<file path="src/rtl/multicycle_pkg.sv">
// multicycle_pkg: shared definitions for the multi-cycle RV64 control unit.
//   state_t      - control FSM states
//   Opc*         - supported major opcodes (instruction[6:0])
//   AluOp*       - alu_op encodings, also consumed by the ALU control decoder
//   AluSrcB*     - alu_src_b steering encodings
//   ctrl_t       - bundle of Moore control outputs
//   moore_ctrl() - Moore output values for a given state
package multicycle_pkg;

    typedef enum logic [3:0] {
        StFetch,
        StDecode,
        StExecute,
        StRWb,
        StMemAddr,
        StMemRead,
        StMemWb,
        StMemWrite,
        StBranch,
        StHalt
    } state_t;

    localparam logic [6:0] OpcRtype = 7'b0110011;
    localparam logic [6:0] OpcLd    = 7'b0000011;
    localparam logic [6:0] OpcSd    = 7'b0100011;
    localparam logic [6:0] OpcBeq   = 7'b1100011;

    localparam logic [1:0] AluOpAdd   = 2'b00;
    localparam logic [1:0] AluOpSub   = 2'b01;
    localparam logic [1:0] AluOpFunct = 2'b10;

    localparam logic [1:0] AluSrcBReg  = 2'b00;
    localparam logic [1:0] AluSrcBFour = 2'b01;
    localparam logic [1:0] AluSrcBImm  = 2'b10;

    typedef struct packed {
        logic       pc_write_cond;
        logic       pc_source;
        logic       i_or_d;
        logic       mem_read;
        logic       mem_write;
        logic       mem_to_reg;
        logic       reg_write;
        logic       alu_src_a;
        logic [1:0] alu_src_b;
        logic [1:0] alu_op;
        logic       halted;
    } ctrl_t;

    // Moore outputs per state; anything not set stays 0.
    function automatic ctrl_t moore_ctrl(state_t st);
        ctrl_t c;
        c = '0;
        unique case (st)
            StFetch: begin
                c.mem_read  = 1'b1;
                c.alu_src_a = 1'b0;
                c.alu_src_b = AluSrcBFour;
                c.alu_op    = AluOpAdd;
            end
            StDecode: begin
                // Branch target computed early into ALUOut.
                c.alu_src_a = 1'b0;
                c.alu_src_b = AluSrcBImm;
                c.alu_op    = AluOpAdd;
            end
            StExecute: begin
                c.alu_src_a = 1'b1;
                c.alu_src_b = AluSrcBReg;
                c.alu_op    = AluOpFunct;
            end
            StRWb: begin
                c.reg_write  = 1'b1;
                c.mem_to_reg = 1'b0;
            end
            StMemAddr: begin
                c.alu_src_a = 1'b1;
                c.alu_src_b = AluSrcBImm;
                c.alu_op    = AluOpAdd;
            end
            StMemRead: begin
                c.i_or_d   = 1'b1;
                c.mem_read = 1'b1;
            end
            StMemWb: begin
                c.reg_write  = 1'b1;
                c.mem_to_reg = 1'b1;
            end
            StMemWrite: begin
                c.i_or_d    = 1'b1;
                c.mem_write = 1'b1;
            end
            StBranch: begin
                c.alu_src_a     = 1'b1;
                c.alu_src_b     = AluSrcBReg;
                c.alu_op        = AluOpSub;
                c.pc_write_cond = 1'b1;
                c.pc_source     = 1'b1;
            end
            StHalt: begin
                c.halted = 1'b1;
            end
            default: c = '0;
        endcase
        return c;
    endfunction

endpackage

</file>
<file path="src/rtl/multicycle_control.sv">
// multicycle_control: main control FSM of the multi-cycle RV64 datapath.
// Sequences fetch / decode / execute / memory / write-back, counts retired
// instructions and traps on unsupported opcodes.
// Ports:
//   clk, reset        - clock (rising edge), synchronous active-high reset
//   opcode            - instruction[6:0] from the IR, used in DECODE only
//   mem_ready         - memory finishes the current access this cycle
//   pc_write*, pc_source, i_or_d, mem_read, mem_write, ir_write,
//   mem_to_reg, reg_write, alu_src_a, alu_src_b, alu_op - datapath controls
//   instret           - retired-instruction count (wraps)
//   halted            - sticky illegal-opcode trap flag
module multicycle_control
    import multicycle_pkg::*;
#(
    parameter int unsigned CNT_W = 32
) (
    input  logic             clk,
    input  logic             reset,
    input  logic [6:0]       opcode,
    input  logic             mem_ready,
    output logic             pc_write,
    output logic             pc_write_cond,
    output logic             pc_source,
    output logic             i_or_d,
    output logic             mem_read,
    output logic             mem_write,
    output logic             ir_write,
    output logic             mem_to_reg,
    output logic             reg_write,
    output logic             alu_src_a,
    output logic [1:0]       alu_src_b,
    output logic [1:0]       alu_op,
    output logic [CNT_W-1:0] instret,
    output logic             halted
);

    state_t           state_q, state_d;
    ctrl_t            ctrl_q;
    logic [6:0]       opcode_q;
    logic [CNT_W-1:0] instret_q;
    logic             retire;
    logic             fetch_ack;

    // Next state and retire strobe.
    always_comb begin
        state_d = state_q;
        retire  = 1'b0;
        unique case (state_q)
            StFetch: begin
                if (mem_ready) state_d = StDecode;
            end
            StDecode: begin
                case (opcode)
                    OpcRtype:      state_d = StExecute;
                    OpcLd, OpcSd:  state_d = StMemAddr;
                    OpcBeq:        state_d = StBranch;
                    default:       state_d = StHalt;
                endcase
            end
            StExecute: state_d = StRWb;
            StRWb: begin
                state_d = StFetch;
                retire  = 1'b1;
            end
            StMemAddr: state_d = (opcode_q == OpcLd) ? StMemRead : StMemWrite;
            StMemRead: begin
                if (mem_ready) state_d = StMemWb;
            end
            StMemWb: begin
                state_d = StFetch;
                retire  = 1'b1;
            end
            StMemWrite: begin
                if (mem_ready) begin
                    state_d = StFetch;
                    retire  = 1'b1;
                end
            end
            StBranch: begin
                state_d = StFetch;
                retire  = 1'b1;
            end
            StHalt:  state_d = StHalt;
            default: state_d = StFetch;
        endcase
    end

    // Moore outputs are registered from the next state so they track state_q.
    always_ff @(posedge clk) begin
        if (reset) begin
            state_q   <= StFetch;
            ctrl_q    <= moore_ctrl(StFetch);
            opcode_q  <= '0;
            instret_q <= '0;
        end else begin
            state_q <= state_d;
            ctrl_q  <= moore_ctrl(state_d);
            if (state_q == StDecode) opcode_q <= opcode;
            if (retire) instret_q <= instret_q + 1'b1;
        end
    end

    // IR and PC loads follow mem_ready combinationally during FETCH.
    assign fetch_ack = ~reset & (state_q == StFetch) & mem_ready;

    // Control outputs are forced low while reset is held, even mid-instruction.
    assign pc_write      = fetch_ack;
    assign ir_write      = fetch_ack;
    assign pc_write_cond = ~reset & ctrl_q.pc_write_cond;
    assign pc_source     = ~reset & ctrl_q.pc_source;
    assign i_or_d        = ~reset & ctrl_q.i_or_d;
    assign mem_read      = ~reset & ctrl_q.mem_read;
    assign mem_write     = ~reset & ctrl_q.mem_write;
    assign mem_to_reg    = ~reset & ctrl_q.mem_to_reg;
    assign reg_write     = ~reset & ctrl_q.reg_write;
    assign alu_src_a     = ~reset & ctrl_q.alu_src_a;
    assign alu_src_b     = reset ? 2'b00 : ctrl_q.alu_src_b;
    assign alu_op        = reset ? 2'b00 : ctrl_q.alu_op;
    assign instret       = instret_q;
    assign halted        = ctrl_q.halted;

endmodule

</file>
<file path="config.mk">
export PLATFORM = sky130hd
export DESIGN_NAME = multicycle_control
export DESIGN_NICKNAME = d
export VERILOG_FILES = /design/src/rtl/multicycle_pkg.sv /design/src/rtl/multicycle_control.sv
export SDC_FILE = /design/constraint.sdc
export NUM_CORES = 1
export LEC_CHECK = 0
export CAP_MARGIN = 20
export CORE_MARGIN = 4
export CORE_UTILIZATION = 51
export CTS_CLUSTER_SIZE = 20
export DETAILED_ROUTE_END_ITERATION = 10
export PLACE_DENSITY = 0.84
export SLEW_MARGIN = 20
export SYNTH_ARGS = -nofsm -noshare
export SYNTH_HDL_FRONTEND = slang
export SYNTH_SLANG_ARGS = --single-unit
</file>
<file path="constraint.sdc">
create_clock -name clk -period 2.4 [get_ports clk]
set_input_delay 0.48 -clock clk [delete_from_list [all_inputs] [get_ports clk]]
set_output_delay 0.48 -clock clk [all_outputs]
set_load 0.05 [all_outputs]
</file>
==> Yosys cells after proc, flatten, opt, wreduce, memory -nomap -nowiden <==
Index checks and enable logic that the tools add are counted.
Widths: inputs -> output; s select.
{ "word_totals": {"reg_bits": 56, "elab_cells": 72, "output_inout_bits": 47} }
{ "classes": {"reduce_logical": 6, "bitwise_logic": 11, "eq_ne": 23, "add_sub_neg": 1, "mux": 17} }
{ "op_table": {"columns": ["cell", "n"], "rows": [
  ["$add 32x1->32 const B", 1],
  ["$eq 4x3->1 const B", 8],
  ["$pmux 4 s7", 1],
  ["$pmux 5 s5", 1],
  ["$eq 4x2->1 const B", 4],
  ["$eq 4x4->1 const B", 4],
  ["$eq 7x2->1 const B", 2],
  ["$eq 7x6->1 const B", 2],
  ["$mux 4", 3],
  ["$pmux 4 s3", 1],
  ["$and 1x1->1", 10],
  ["$eq 4x1->1 const B", 2],
  ["$logic_not 4->1", 2],
  ["$mux 2", 4],
  ["$eq 7x7->1 const B", 1],
  ["$reduce_or 2->1", 3],
  ["$mux 1", 5],
  ["$pmux 2 s2", 1],
  ["$reduce_or 3->1", 1],
  ["$pmux 1 s2", 1],
  ["$not 1->1", 1]
]} }

==> Longest topological paths before layout <==
Gate-level depths: netlist (run 1).
{ "logic_depth": {"ltp_word": 7, "ltp_mapped": 8, "ltp_nobuf": 5} }

==> Worst setup path before layout (run 1) <==
No wires, ideal clock.
{ "synth_timing": {"kind": "in2out", "from": "in reset", "to": "out pc_write_cond", "arrival_time_ps": 1947, "path_slack_ps": -27, "n_path_buf": 3, "required_time_ps": 1920, "stages": 4, "path_cell_list": "clkbuf_1 -> clkbuf_1 -> nor2b_1 -> buf_4"} }
{ "synth_via": {"elab_chain_cells": 2} }
{ "synth_lines": {"columns": ["element", "line_no", "text"], "rows": [
  ["start: declaration", "multicycle_control.sv:18", "input logic reset,"],
  ["$not 1->1", "multicycle_control.sv:109", "assign pc_write_cond = ~reset & ctrl_q.pc_write_cond;"],
  ["$and 1x1->1", "multicycle_control.sv:109", null],
  ["end: declaration", "multicycle_control.sv:22", "output logic pc_write_cond,"]
]} }
Every way passes these cells.

==> Worst setup path in the final report (run 1) <==
{ "layout_timing": {"from": "reg instret_q[5], in the netlist instret[5]", "to": "reg instret_q[26], in the netlist instret[26]"} }
{ "layout_via": {"elab_chain_cells": 1} }
{ "layout_lines": {"columns": ["element", "line_no", "text"], "rows": [
  ["start: declaration", "multicycle_control.sv:40", "logic [CNT_W-1:0] instret_q;"],
  ["start signal: assignment", "multicycle_control.sv:99", "if (retire) instret_q <= instret_q + 1'b1;"],
  ["$add 32x1->32", "multicycle_control.sv:99", null]
]} }
Every way passes these cells.
A chain may end at the register's enable or synchronous reset.

==> results of run 1 <==
metrics by stage:
step	util (%)	cells	setup WS [ns]	power, uW	hold slack [ns]
CTS	67.9	455	0.223	1770	0.459
floorplan	-	327	0.272	1130	0.431
finish	67.9	455	0.211	1760	0.454
global placement	65.9	447	0.0888	1220	0.439
detailed placement	65.9	447	0.0575	1220	0.446
global route	67.9	455	0.00115	1830	0.480
cells in the mapped netlist, drive strengths merged:
cell type	count	area share [%]
maj3	1	0.36
or2	1	0.23
nor2b	19	4.3
inv	9	1.2
a2111oi	1	0.31
and2	2	0.45
nor4b	2	0.63
nand2	30	4.0
nor2	23	3.1
a211oi	2	0.72
buf	15	3.1
a22oi	1	0.45
xor2	2	0.63
mux2i	2	0.72
dfxtp	55	40
nor4	5	2.7
ha	1	0.45
nand4	9	2.2
mux2	7	2.8
o311a	1	0.36
nand4bb	1	0.99
o31ai	21	5.7
nor3	10	2.0
o31a	1	0.31
a31o	2	0.63
o21ai	9	1.6
nand3b	1	0.27
clkbuf	9	1.2
or4b	1	0.36
or4	21	5.7
or3	6	1.3
nand3	12	2.2
o211ai	1	0.27
and3	7	1.6
nor3b	1	0.27
o21bai	2	0.54
a21oi	32	6.2
nand2b	1	0.23
a31oi	1	0.23
power by group through the flow:
stage	Clock, uW	Sequential (uW)	Combinational [uW]
after floorplan	0	973	162
after global placement	0	969	249
after detailed placement	0	970	253
after CTS	566	949	255
after global routing	599	952	277
final	556	949	255
area by class of cell:
cell class | count | area [um2]
timing repair buffer | 74 | 681
sequential | 55 | 1100
multi-input combinational | 239 | 1530
clock buffer | 7 | 96.3
tap | 70 | 87.6
fill | 440 | 1670
inverter | 9 | 33.8
clock inverter | 1 | 7.51
sequential cells by signal, summed over array words and instances (netlist names):
| signal | count |
|---|---|
| halted | 1 |
| state_q | 4 |
| instret | 32 |
| ctrl_q | 11 |
| opcode_q | 7 |
worst max-delay path, stage by stage (launching register included):
cell                      delay [ns]
sky130_fd_sc_hd__dfxtp_1        0.44
sky130_fd_sc_hd__nand4_1        0.18
sky130_fd_sc_hd__nor2_1         0.33
sky130_fd_sc_hd__nand3_1        0.43
sky130_fd_sc_hd__or4_1          0.61
sky130_fd_sc_hd__a21oi_1        0.14
worst max-delay path by stage:
stage	startpoint	cells past startpoint	to	slack, ns
floorplan	instret[12]	6	instret[24]	0.27
global route	instret[5]	5	instret[20]	0.001
CTS	instret[5]	5	instret[20]	0.22
detailed placement	mem_ready	8	instret[8]	0.06
finish	instret[5]	5	instret[26]	0.21
global placement	mem_ready	8	instret[10]	0.09
kinds of logic after synthesis:
logic type	after synthesis	synth area share (%)
adder cells (fa/ha/maj)	2	0.810
buffers and inverters	33	5.58
multiplexers	9	3.55
flip-flops	55	39.6
XOR/XNOR	2	0.630
AO/OA/AOI/OAI	74	17.3
AND/OR/NAND/NOR	152	32.6
layer usage:
layer  up-vias  GRT usage [%]
met1      1213           24.3
met2        76           32.8
li1       1309              -
met5         -              0
met4         0           7.48
met3        10           4.61
==> metrics.txt, run 1 <==
# TYPE chip_impl_metric gauge
chip_impl_info{name="status",value="completed"} 1
chip_impl_info{name="timing.rr.start",value="instret[5]"} 1
chip_impl_metric{name="io-pin-count",unit=""} 57
chip_impl_metric{name="finalWeightedCongestion",unit=""} 0.804
chip_impl_metric{name="route.final.wire_length",unit="mm"} 6.34
chip_impl_metric{name="worst-r2r-setup-slack",unit="ns"} 0.21
chip_impl_info{name="most_frequent_standard_cell_in_the_layout_excluding_fill_and_tap_cells",value="sky130_fd_sc_hd__dfxtp_1"} 1
chip_impl_metric{name="worst_case_reg_to_reg_path_depth",unit=""} 5
chip_impl_info{name="cts_root_buffer",value="sky130_fd_sc_hd__clkbuf_8"} 1
chip_impl_metric{name="maximum_number_of_pins_on_one_net_before_global_route_repair",unit=""} 27
chip_impl_metric{name="route.met2.wl",unit="mm"} 3.01
chip_impl_metric{name="antenna_found_initial",unit=""} 0
chip_impl_metric{name="stdcell_area",unit="mm2"} 0.00353
chip_impl_metric{name="floorplan.die.width",unit="um"} 81.9
chip_impl_metric{name="met1_length",unit="mm"} 2.90
chip_impl_metric{name="insertedDiodeCount",unit=""} 0
chip_impl_metric{name="ys_seq_area_share",unit="%"} 39.6
chip_impl_metric{name="finalMaxSlewViolations",unit=""} 0
chip_impl_metric{name="first_pass_grt_wire_length",unit="mm"} 10.5
chip_impl_metric{name="floorplan.rows",unit=""} 26
chip_impl_metric{name="met3WireLength",unit="um"} 354
chip_impl_metric{name="power_switching",unit="uW"} 462
chip_impl_metric{name="worstMarginPinSlew",unit="ns"} 0.523
chip_impl_info{name="worst_hold_class",value="reg -> reg"} 1
chip_impl_metric{name="clkSlewWorstSetupHoldPaths",unit="ns"} 0.09
chip_impl_metric{name="worstHoldPathCells",unit=""} 2
chip_impl_metric{name="number_of_buffers_added_for_setup_after_cts",unit=""} 0
chip_impl_metric{name="fp.dieH",unit="um"} 81.9
chip_impl_metric{name="first_global_vias",unit=""} 2463
chip_impl_metric{name="yosys_warnings",unit=""} 0
chip_impl_metric{name="drt_first_iter_violations",unit=""} 186
chip_impl_info{name="worst_hold_path.endpoint",value="opcode_q[5]"} 1
chip_impl_metric{name="critical_path.max_fanout",unit=""} 14
chip_impl_metric{name="cts-root-to-sink-buffers",unit=""} 2
chip_impl_metric{name="grt_overflow_total",unit=""} 0
chip_impl_metric{name="hold_fails_final_rpt",unit=""} 0
chip_impl_info{name="top_layer",value="met4"} 1
chip_impl_metric{name="powerDensity",unit="mW/mm2"} 498
chip_impl_metric{name="syn-cell-area",unit="mm2"} 0.00278
chip_impl_metric{name="report.final.setup_viol",unit=""} 0
chip_impl_metric{name="power.combinational.fraction",unit="%"} 14.5
chip_impl_metric{name="cts_max_level",unit=""} 2
chip_impl_metric{name="max_cap_viol_count",unit=""} 0
chip_impl_metric{name="post_cts.resized_instances",unit=""} 0
chip_impl_metric{name="drive_above_1_share",unit="%"} 15.3
chip_impl_metric{name="max-slew-margin-rel",unit="%"} 65.0
chip_impl_metric{name="worst-endpoint-required",unit="ns"} 2.64
chip_impl_metric{name="core-area",unit="mm2"} 0.00520
chip_impl_metric{name="clock_latency_reported_for_the_late_side_of_the_worst_skew_pair",unit="ns"} 0.31
chip_impl_metric{name="clockPowerShare",unit="%"} 31.6
chip_impl_metric{name="finalClockSkew",unit="ns"} 0.0112
chip_impl_metric{name="number_of_nets_with_antenna_violations_after_detailed_routing",unit=""} 0
chip_impl_metric{name="vias_per_cell",unit=""} 5.73
chip_impl_metric{name="area_growth_syn_to_layout",unit="%"} 27.1
chip_impl_info{name="timing.setup.critical_path_class",value="reg -> reg"} 1
chip_impl_metric{name="relative_contribution_of_sequential_cells_to_total_power",unit="%"} 53.9
chip_impl_metric{name="post_synth_num_cell_types",unit=""} 48
chip_impl_info{name="rr_endpoint",value="instret[26]"} 1
chip_impl_metric{name="design.final.nets",unit=""} 395
chip_impl_metric{name="layout_worst_path_cycle_share",unit="%"} 91.2
chip_impl_metric{name="drc",unit=""} 0
chip_impl_metric{name="switching_share_of_power",unit="%"} 26.3
chip_impl_metric{name="cellInternalPower",unit="uW"} 1300
chip_impl_info{name="tritoncts",value="done"} 1
chip_impl_metric{name="initial_core_util",unit="%"} 53.4
chip_impl_metric{name="via_count",unit=""} 2608
chip_impl_metric{name="wl_per_cell",unit="um"} 13.9
chip_impl_metric{name="gr-usage-all-layers",unit="%"} 19.6
chip_impl_metric{name="cellLeakagePower",unit="uW"} 0.00125
chip_impl_metric{name="layout_min_cycle_time",unit="ns"} 2.19
chip_impl_metric{name="drt_pass1_iterations",unit=""} 4
chip_impl_info{name="mostFrequentLayoutCells",value="sky130_fd_sc_hd__dfxtp_1 (55), sky130_fd_sc_hd__clkdlybuf4s50_1 (41), sky130_fd_sc_hd__a21oi_1 (31)"} 1
chip_impl_metric{name="netlist_instances",unit=""} 327
chip_impl_info{name="worstSetupStartpointType",value="flop"} 1
chip_impl_metric{name="number_of_buffers_created_by_cts",unit=""} 5
chip_impl_info{name="end_kind",value="flop"} 1
chip_impl_metric{name="crit_arrival",unit="ns"} 2.43
chip_impl_metric{name="post-dp-hpwl",unit="mm"} 4.45
chip_impl_info{name="worstHoldStart",value="opcode_q[5]"} 1
chip_impl_metric{name="power.ir.vdd_worst",unit="mV"} 0.253
chip_impl_metric{name="mappedNetlistNets",unit=""} 338
chip_impl_metric{name="floorplan.die_area",unit="mm2"} 0.00670
chip_impl_metric{name="syn-mean-instance-area",unit="um2"} 8.51
chip_impl_metric{name="final.setup.tns",unit="ns"} 0
chip_impl_metric{name="dpl-instance-area",unit="mm2"} 0.00343
chip_impl_metric{name="tritoncts_sink_count",unit=""} 55
chip_impl_metric{name="postSynthRegisterBits",unit=""} 55
chip_impl_metric{name="holdBufCountCts",unit=""} 0
chip_impl_metric{name="place.port_buffers",unit=""} 56
chip_impl_info{name="rsz_0062_raised_after_global_routing",value="false"} 1
chip_impl_metric{name="timing.fmax",unit="GHz"} 0.457
Note: power is estimated with default switching activity, not from simulation.
==> inputs of run 2 (changes only) <==
- CORE_MARGIN: 4 -> 2
==> run 2 against run 1 <==
First-iteration DRC count grew 20%. Sequential share of layout area grew 0.11 points. Non-clock buffer count grew 1. Via count grew 3.5%. Sequential cell count is the same. Clock power shrank 2%. Combinational power is essentially flat. Final cell count grew 0.22%. Worst hold slack gained 0.0036 ns. Final area shrank 0.35%. Sequential power is essentially flat.
==> metrics.txt, run 2 (synthesis results as in run 1) <==
# TYPE chip_impl_metric gauge
chip_impl_info{name="status",value="completed"} 1
chip_impl_metric{name="cts_max_level",unit=""} 2
chip_impl_metric{name="final_core_utilization",unit="%"} 68.1
chip_impl_info{name="cts_root_buffer",value="sky130_fd_sc_hd__clkbuf_8"} 1
chip_impl_metric{name="maximum_number_of_pins_on_one_net_before_global_route_repair",unit=""} 27
chip_impl_info{name="tritoncts",value="done"} 1
chip_impl_metric{name="timing.fmax",unit="GHz"} 0.457
chip_impl_metric{name="worst-r2r-setup-slack",unit="ns"} 0.28
chip_impl_metric{name="drt_pass1_iterations",unit=""} 4
chip_impl_metric{name="layout_min_cycle_time",unit="ns"} 2.19
chip_impl_metric{name="finalHoldWorstSlack",unit="ns"} 0.458
chip_impl_metric{name="met3WireLength",unit="um"} 387
chip_impl_metric{name="number_of_flip_flops_under_the_largest_register_name",unit=""} 32
chip_impl_metric{name="antenna_found_initial",unit=""} 0
chip_impl_metric{name="clkSlewWorstSetupHoldPaths",unit="ns"} 0.10
chip_impl_metric{name="cts-root-to-sink-buffers",unit=""} 2
chip_impl_info{name="mostFrequentLayoutCells",value="sky130_fd_sc_hd__dfxtp_1 (55), sky130_fd_sc_hd__clkdlybuf4s50_1 (41), sky130_fd_sc_hd__buf_4 (32)"} 1
chip_impl_metric{name="drc",unit=""} 0
chip_impl_metric{name="hold_fails_final_rpt",unit=""} 0
chip_impl_metric{name="insertedDiodeCount",unit=""} 0
chip_impl_metric{name="critical_path.max_fanout",unit=""} 16
chip_impl_metric{name="first_pass_grt_wire_length",unit="mm"} 11.4
chip_impl_metric{name="route.final.wire_length",unit="mm"} 6.64
chip_impl_metric{name="worst-endpoint-required",unit="ns"} 2.62
chip_impl_metric{name="met1_length",unit="mm"} 2.93
chip_impl_metric{name="final.setup.tns",unit="ns"} 0
chip_impl_metric{name="route.met2.wl",unit="mm"} 3.19
chip_impl_metric{name="powerDensity",unit="mW/mm2"} 497
chip_impl_metric{name="post-dp-hpwl",unit="mm"} 4.66
chip_impl_info{name="rr_endpoint",value="ctrl_q[3]"} 1
chip_impl_metric{name="drt_first_iter_violations",unit=""} 223
chip_impl_metric{name="clock_latency_reported_for_the_late_side_of_the_worst_skew_pair",unit="ns"} 0.32
chip_impl_metric{name="floorplan.rows",unit=""} 26
chip_impl_metric{name="worst_case_reg_to_reg_path_depth",unit=""} 4
chip_impl_metric{name="worstHoldPathCells",unit=""} 2
chip_impl_info{name="most_frequent_standard_cell_in_the_layout_excluding_fill_and_tap_cells",value="sky130_fd_sc_hd__dfxtp_1"} 1
chip_impl_metric{name="crit_arrival",unit="ns"} 2.40
chip_impl_metric{name="number_of_nets_with_antenna_violations_after_detailed_routing",unit=""} 0
chip_impl_metric{name="grt_overflow_total",unit=""} 0
chip_impl_info{name="top_layer",value="met4"} 1
chip_impl_metric{name="floorplan.die_area",unit="mm2"} 0.00606
chip_impl_metric{name="dpl-instance-area",unit="mm2"} 0.00343
chip_impl_metric{name="vias_per_cell",unit=""} 5.92
chip_impl_metric{name="initial_core_util",unit="%"} 53.8
chip_impl_metric{name="first_global_vias",unit=""} 2555
chip_impl_metric{name="total_instance_count_after_detailed_placement",unit=""} 448
chip_impl_metric{name="worstMarginPinSlew",unit="ns"} 0.505
chip_impl_metric{name="place.port_buffers",unit=""} 56
chip_impl_metric{name="final-instance-count-excl-fill",unit=""} 456
chip_impl_metric{name="area_growth_syn_to_layout",unit="%"} 26.6
chip_impl_metric{name="wl_per_cell",unit="um"} 14.6
chip_impl_info{name="end_kind",value="flop"} 1
chip_impl_metric{name="finalWeightedCongestion",unit=""} 0.887
chip_impl_metric{name="holdBufCountCts",unit=""} 0
chip_impl_info{name="rsz_0062_raised_after_global_routing",value="false"} 1
chip_impl_metric{name="finalMaxSlewViolations",unit=""} 0
chip_impl_info{name="worst_hold_path.endpoint",value="opcode_q[4]"} 1
chip_impl_metric{name="fp.dieH",unit="um"} 77.9
chip_impl_metric{name="power.ir.vdd_worst",unit="mV"} 0.281
chip_impl_metric{name="max-slew-margin-rel",unit="%"} 66.2
chip_impl_metric{name="tritoncts_sink_count",unit=""} 55
chip_impl_metric{name="stdcell_area",unit="mm2"} 0.00352
chip_impl_info{name="worstSetupStartpointType",value="input pin"} 1
chip_impl_metric{name="report.final.setup_viol",unit=""} 0
chip_impl_metric{name="floorplan.die.width",unit="um"} 77.9
chip_impl_metric{name="via_count",unit=""} 2699
chip_impl_metric{name="drive_above_1_share",unit="%"} 15.5
chip_impl_info{name="timing.setup.critical_path_class",value="in -> reg"} 1
chip_impl_info{name="worstHoldStart",value="opcode_q[4]"} 1
chip_impl_metric{name="post_cts.resized_instances",unit=""} 0
chip_impl_metric{name="io-pin-count",unit=""} 57
chip_impl_metric{name="max_cap_viol_count",unit=""} 0
chip_impl_metric{name="number_of_buffers_added_for_setup_after_cts",unit=""} 0
chip_impl_info{name="timing.rr.start",value="state_q[0]"} 1
chip_impl_metric{name="cellLeakagePower",unit="uW"} 0.00125
chip_impl_metric{name="layout_worst_path_cycle_share",unit="%"} 91.1
chip_impl_info{name="worst_hold_class",value="reg -> reg"} 1
chip_impl_metric{name="core-area",unit="mm2"} 0.00517
chip_impl_metric{name="finalClockSkew",unit="ns"} 0.0134
chip_impl_metric{name="design.final.nets",unit=""} 396
chip_impl_metric{name="number_of_buffers_created_by_cts",unit=""} 5
chip_impl_metric{name="gr-usage-all-layers",unit="%"} 23.1
-- run 2: final cells by class --
| class | count | area [um2] |
|---|---|---|
| fillers | 418 | 1650 |
| multi-input cells | 239 | 1530 |
| flip-flops and latches | 55 | 1100 |
| repair buffers | 75 | 676 |
| well taps | 70 | 87.6 |
| clock buffers | 6 | 82.6 |
| inverters | 9 | 33.8 |
| clock inverters | 2 | 13.8 |
-- run 2: power by group --
group	internal, uW	switching [uW]	leakage, uW	total [uW]
clock network	237	311	0.0000516	547
logic	97.1	155	0.000753	252
registers	935	15.3	0.000445	950
total	1270	481	0.00125	1750
-- run 2: worst max-delay path by stage --
stage | startpoint | end | slack [ns]
after floorplan | instret[12] | instret[24] | 0.27
after global placement | mem_ready | instret[11] | 0.02
after detailed placement | mem_ready | instret[11] | -0.03
after CTS | mem_ready | instret[11] | 0.22
after global routing | mem_ready | instret[11] | 0.03
final | mem_ready | instret[11] | 0.21
-- run 2: metrics by stage --
| stage | setup WS (ns) | total power, uW |
|---|---|---|
| 5_1_grt | 0.0307 | 1820 |
| 6_report | 0.213 | 1750 |
| 4_1_cts | 0.222 | 1750 |
| 3_5_place_dp | -0.0350 | 1220 |
| 3_3_place_gp | 0.0194 | 1210 |
| 2_1_floorplan | 0.272 | 1130 |
-- run 2: critical path: stages --
cell	delay, ns
sky130_fd_sc_hd__clkdlybuf4s50_1	0.50
sky130_fd_sc_hd__nor2b_1	0.06
sky130_fd_sc_hd__mux2i_1	0.23
sky130_fd_sc_hd__a22oi_2	0.20
sky130_fd_sc_hd__buf_12	0.20
sky130_fd_sc_hd__nor4b_1	0.36
sky130_fd_sc_hd__mux2_2	0.37
-- run 2: routing by layer --
layer / global-route usage (%) / vias up
met5: 0 / -
li1: - / 1322
met1: 28.5 / 1256
met2: 38.7 / 106
met4: 11.3 / 0
met3: 3.95 / 15
==> inputs of run 3 (changes only) <==
- CELL_PAD_IN_SITES_DETAIL_PLACEMENT: default -> 0
- CELL_PAD_IN_SITES_GLOBAL_PLACEMENT: default -> 2
- CORE_UTILIZATION: 51 -> 30
==> run 3 against run 2 <==
Clock skew decreased by 0.0020 ns. Non-clock buffer count decreased by 1. Sequential power about the same. Combinational power rose by 5%. Maximum frequency up 3.4%. Critical path type is now reg -> out. Register-to-register slack improved by 0.10 ns. Final area up 2.9%.
==> metrics.txt, run 3 (synthesis results as in run 1) <==
# TYPE chip_impl_metric gauge
chip_impl_metric{name="number_of_buffers_added_for_setup_after_cts",unit=""} 0
chip_impl_metric{name="gr-usage-all-layers",unit="%"} 13.6
chip_impl_info{name="cpLargestDelayFamily",value="buffers and inverters"} 1
chip_impl_metric{name="floorplan.rows",unit=""} 35
chip_impl_metric{name="final.setup.tns",unit="ns"} 0
chip_impl_metric{name="finalWeightedCongestion",unit=""} 0.800
chip_impl_metric{name="finalClockSkew",unit="ns"} 0.0114
chip_impl_metric{name="clkSlewWorstSetupHoldPaths",unit="ns"} 0.10
chip_impl_info{name="timing.rr.start",value="instret[12]"} 1
chip_impl_metric{name="vias_per_cell",unit=""} 5.22
chip_impl_metric{name="cts-root-to-sink-buffers",unit=""} 2
chip_impl_metric{name="powerDensity",unit="mW/mm2"} 510
chip_impl_metric{name="maximum_number_of_pins_on_one_net_before_global_route_repair",unit=""} 66
chip_impl_metric{name="core-area",unit="mm2"} 0.00911
chip_impl_info{name="rsz_0062_raised_after_global_routing",value="false"} 1
chip_impl_metric{name="first_pass_grt_wire_length",unit="mm"} 11.1
chip_impl_info{name="crit_chain",value="clkdlybuf4s50_1"} 1
chip_impl_metric{name="drc",unit=""} 0
chip_impl_info{name="crit_start",value="instret[17]"} 1
chip_impl_metric{name="timing.critical_path.buf_inv",unit=""} 1
chip_impl_metric{name="power.ir.vdd_worst",unit="mV"} 0.329
chip_impl_metric{name="layout_min_cycle_time",unit="ns"} 2.12
chip_impl_metric{name="place.port_buffers",unit=""} 56
chip_impl_info{name="status",value="completed"} 1
chip_impl_metric{name="via_count",unit=""} 2591
chip_impl_metric{name="grt_overflow_total",unit=""} 0
chip_impl_metric{name="cellLeakagePower",unit="uW"} 0.00127
chip_impl_info{name="most_frequent_standard_cell_in_the_layout_excluding_fill_and_tap_cells",value="sky130_fd_sc_hd__dfxtp_1"} 1
chip_impl_metric{name="slowest_delay",unit="ns"} 0.85
chip_impl_info{name="mostFrequentLayoutCells",value="sky130_fd_sc_hd__dfxtp_1 (55), sky130_fd_sc_hd__clkdlybuf4s50_1 (41), sky130_fd_sc_hd__a21oi_1 (31)"} 1
chip_impl_metric{name="post_cts.resized_instances",unit=""} 0
chip_impl_info{name="standard_cell_with_the_maximum_stage_delay_on_the_critical_path",value="sky130_fd_sc_hd__clkdlybuf4s50_1"} 1
chip_impl_metric{name="fp.dieH",unit="um"} 100
chip_impl_metric{name="antenna_found_initial",unit=""} 0
chip_impl_info{name="worst_hold_class",value="reg -> reg"} 1
chip_impl_metric{name="layout_worst_path_cycle_share",unit="%"} 88.1
chip_impl_metric{name="report.final.setup_viol",unit=""} 0
chip_impl_metric{name="cts_max_level",unit=""} 2
chip_impl_metric{name="finalMaxSlewViolations",unit=""} 0
chip_impl_metric{name="first_global_vias",unit=""} 2294
chip_impl_metric{name="drt_pass1_iterations",unit=""} 4
chip_impl_metric{name="fillers",unit=""} 953
chip_impl_info{name="timing.setup.critical_path_class",value="reg -> out"} 1
chip_impl_metric{name="number_of_buffers_created_by_cts",unit=""} 5
chip_impl_info{name="worstHoldStart",value="opcode_q[4]"} 1
chip_impl_metric{name="drt_first_iter_violations",unit=""} 90
chip_impl_metric{name="holdBufCountCts",unit=""} 0
chip_impl_info{name="worstSetupStartpointType",value="flop"} 1
chip_impl_metric{name="critical_path.max_fanout",unit=""} 7
chip_impl_metric{name="area_growth_syn_to_layout",unit="%"} 30.3
chip_impl_metric{name="wl_per_cell",unit="um"} 13.7
chip_impl_metric{name="number_of_nets_with_antenna_violations_after_detailed_routing",unit=""} 0
chip_impl_metric{name="max-slew-margin-rel",unit="%"} 64.1
chip_impl_metric{name="design.final.nets",unit=""} 395
chip_impl_metric{name="floorplan.die_area",unit="mm2"} 0.0101
chip_impl_metric{name="worstMarginPinSlew",unit="ns"} 0.538
chip_impl_metric{name="total_instance_count_after_detailed_placement",unit=""} 488
chip_impl_metric{name="post-dp-hpwl",unit="mm"} 4.71
chip_impl_metric{name="tritoncts_sink_count",unit=""} 55
chip_impl_metric{name="number_of_flip_flops_under_the_largest_register_name",unit=""} 32
chip_impl_metric{name="max_cap_viol_count",unit=""} 0
chip_impl_info{name="tritoncts",value="done"} 1
chip_impl_metric{name="final-instance-count-excl-fill",unit=""} 496
chip_impl_info{name="cts_root_buffer",value="sky130_fd_sc_hd__clkbuf_8"} 1
chip_impl_metric{name="route.final.wire_length",unit="mm"} 6.78
chip_impl_metric{name="drive_above_1_share",unit="%"} 15.3
chip_impl_metric{name="worst-endpoint-required",unit="ns"} 1.92
chip_impl_metric{name="insertedDiodeCount",unit=""} 0
chip_impl_metric{name="floorplan.die.width",unit="um"} 100
chip_impl_metric{name="initial_core_util",unit="%"} 30.5
chip_impl_metric{name="crit_arrival",unit="ns"} 1.64
chip_impl_metric{name="clock_latency_reported_for_the_late_side_of_the_worst_skew_pair",unit="ns"} 0.31
chip_impl_info{name="end_kind",value="output pin"} 1
chip_impl_metric{name="hold_fails_final_rpt",unit=""} 0
chip_impl_metric{name="io-pin-count",unit=""} 57
chip_impl_metric{name="timing.fmax",unit="GHz"} 0.473
run 3: final timing paths:
| path | end | slack (ns) | depth (start not counted) |
|---|---|---|---|
| worst max-delay path | instret[17] | 0.28 | 1 |
| worst min-delay path | opcode_q[4] | 0.46 | 2 |
| worst max register to register | instret[24] | 0.38 | 5 |
| worst min register to register | opcode_q[4] | 0.46 | 2 |
run 3: through the flow:
step	setup WS, ns	area [um2]	util, %	total power (uW)	hold slack [ns]
floorplan	0.272	2780	-	1130	0.431
global placement	0.0606	3510	38.5	1230	0.439
detailed placement	0.0148	3510	38.5	1230	0.449
CTS	0.260	3620	39.8	1890	0.463
global route	0.0663	3620	39.8	1930	0.489
finish	0.284	3620	39.8	1850	0.457
run 3: cell type report:
type	instances	area, um2	share of cell area [%]
Inverter	9	33.8	0.932
Tap cell	111	139	3.83
Timing Repair Buffer	74	706	19.5
Clock inverter	2	35.0	0.967
Sequential cell	55	1100	30.4
Multi-Input combinational cell	239	1530	42.1
Clock buffer	6	82.6	2.28
run 3: worst register-to-register path, stage by stage, from the launching register on:
cell	delay, ns
sky130_fd_sc_hd__dfxtp_1	0.41
sky130_fd_sc_hd__and3_1	0.22
sky130_fd_sc_hd__and3_1	0.43
sky130_fd_sc_hd__nand2_1	0.18
sky130_fd_sc_hd__nor4_1	0.30
sky130_fd_sc_hd__mux2_2	0.37
run 3: routing by layer:
layer  global-route usage (%)  share of wire (%)
met4                     3.58               0.69
met5                        0                  0
met2                     21.9                 46
met3                     2.79                3.8
met1                     18.6                 50
run 3: report_power, final:
| part | total [uW] | switching [uW] | leakage [uW] | internal (uW) |
|---|---|---|---|---|
| sequential | 947 | 11.5 | 0.000445 | 935 |
| clock | 639 | 300 | 0.0000612 | 338 |
| combinational | 264 | 158 | 0.000761 | 105 |
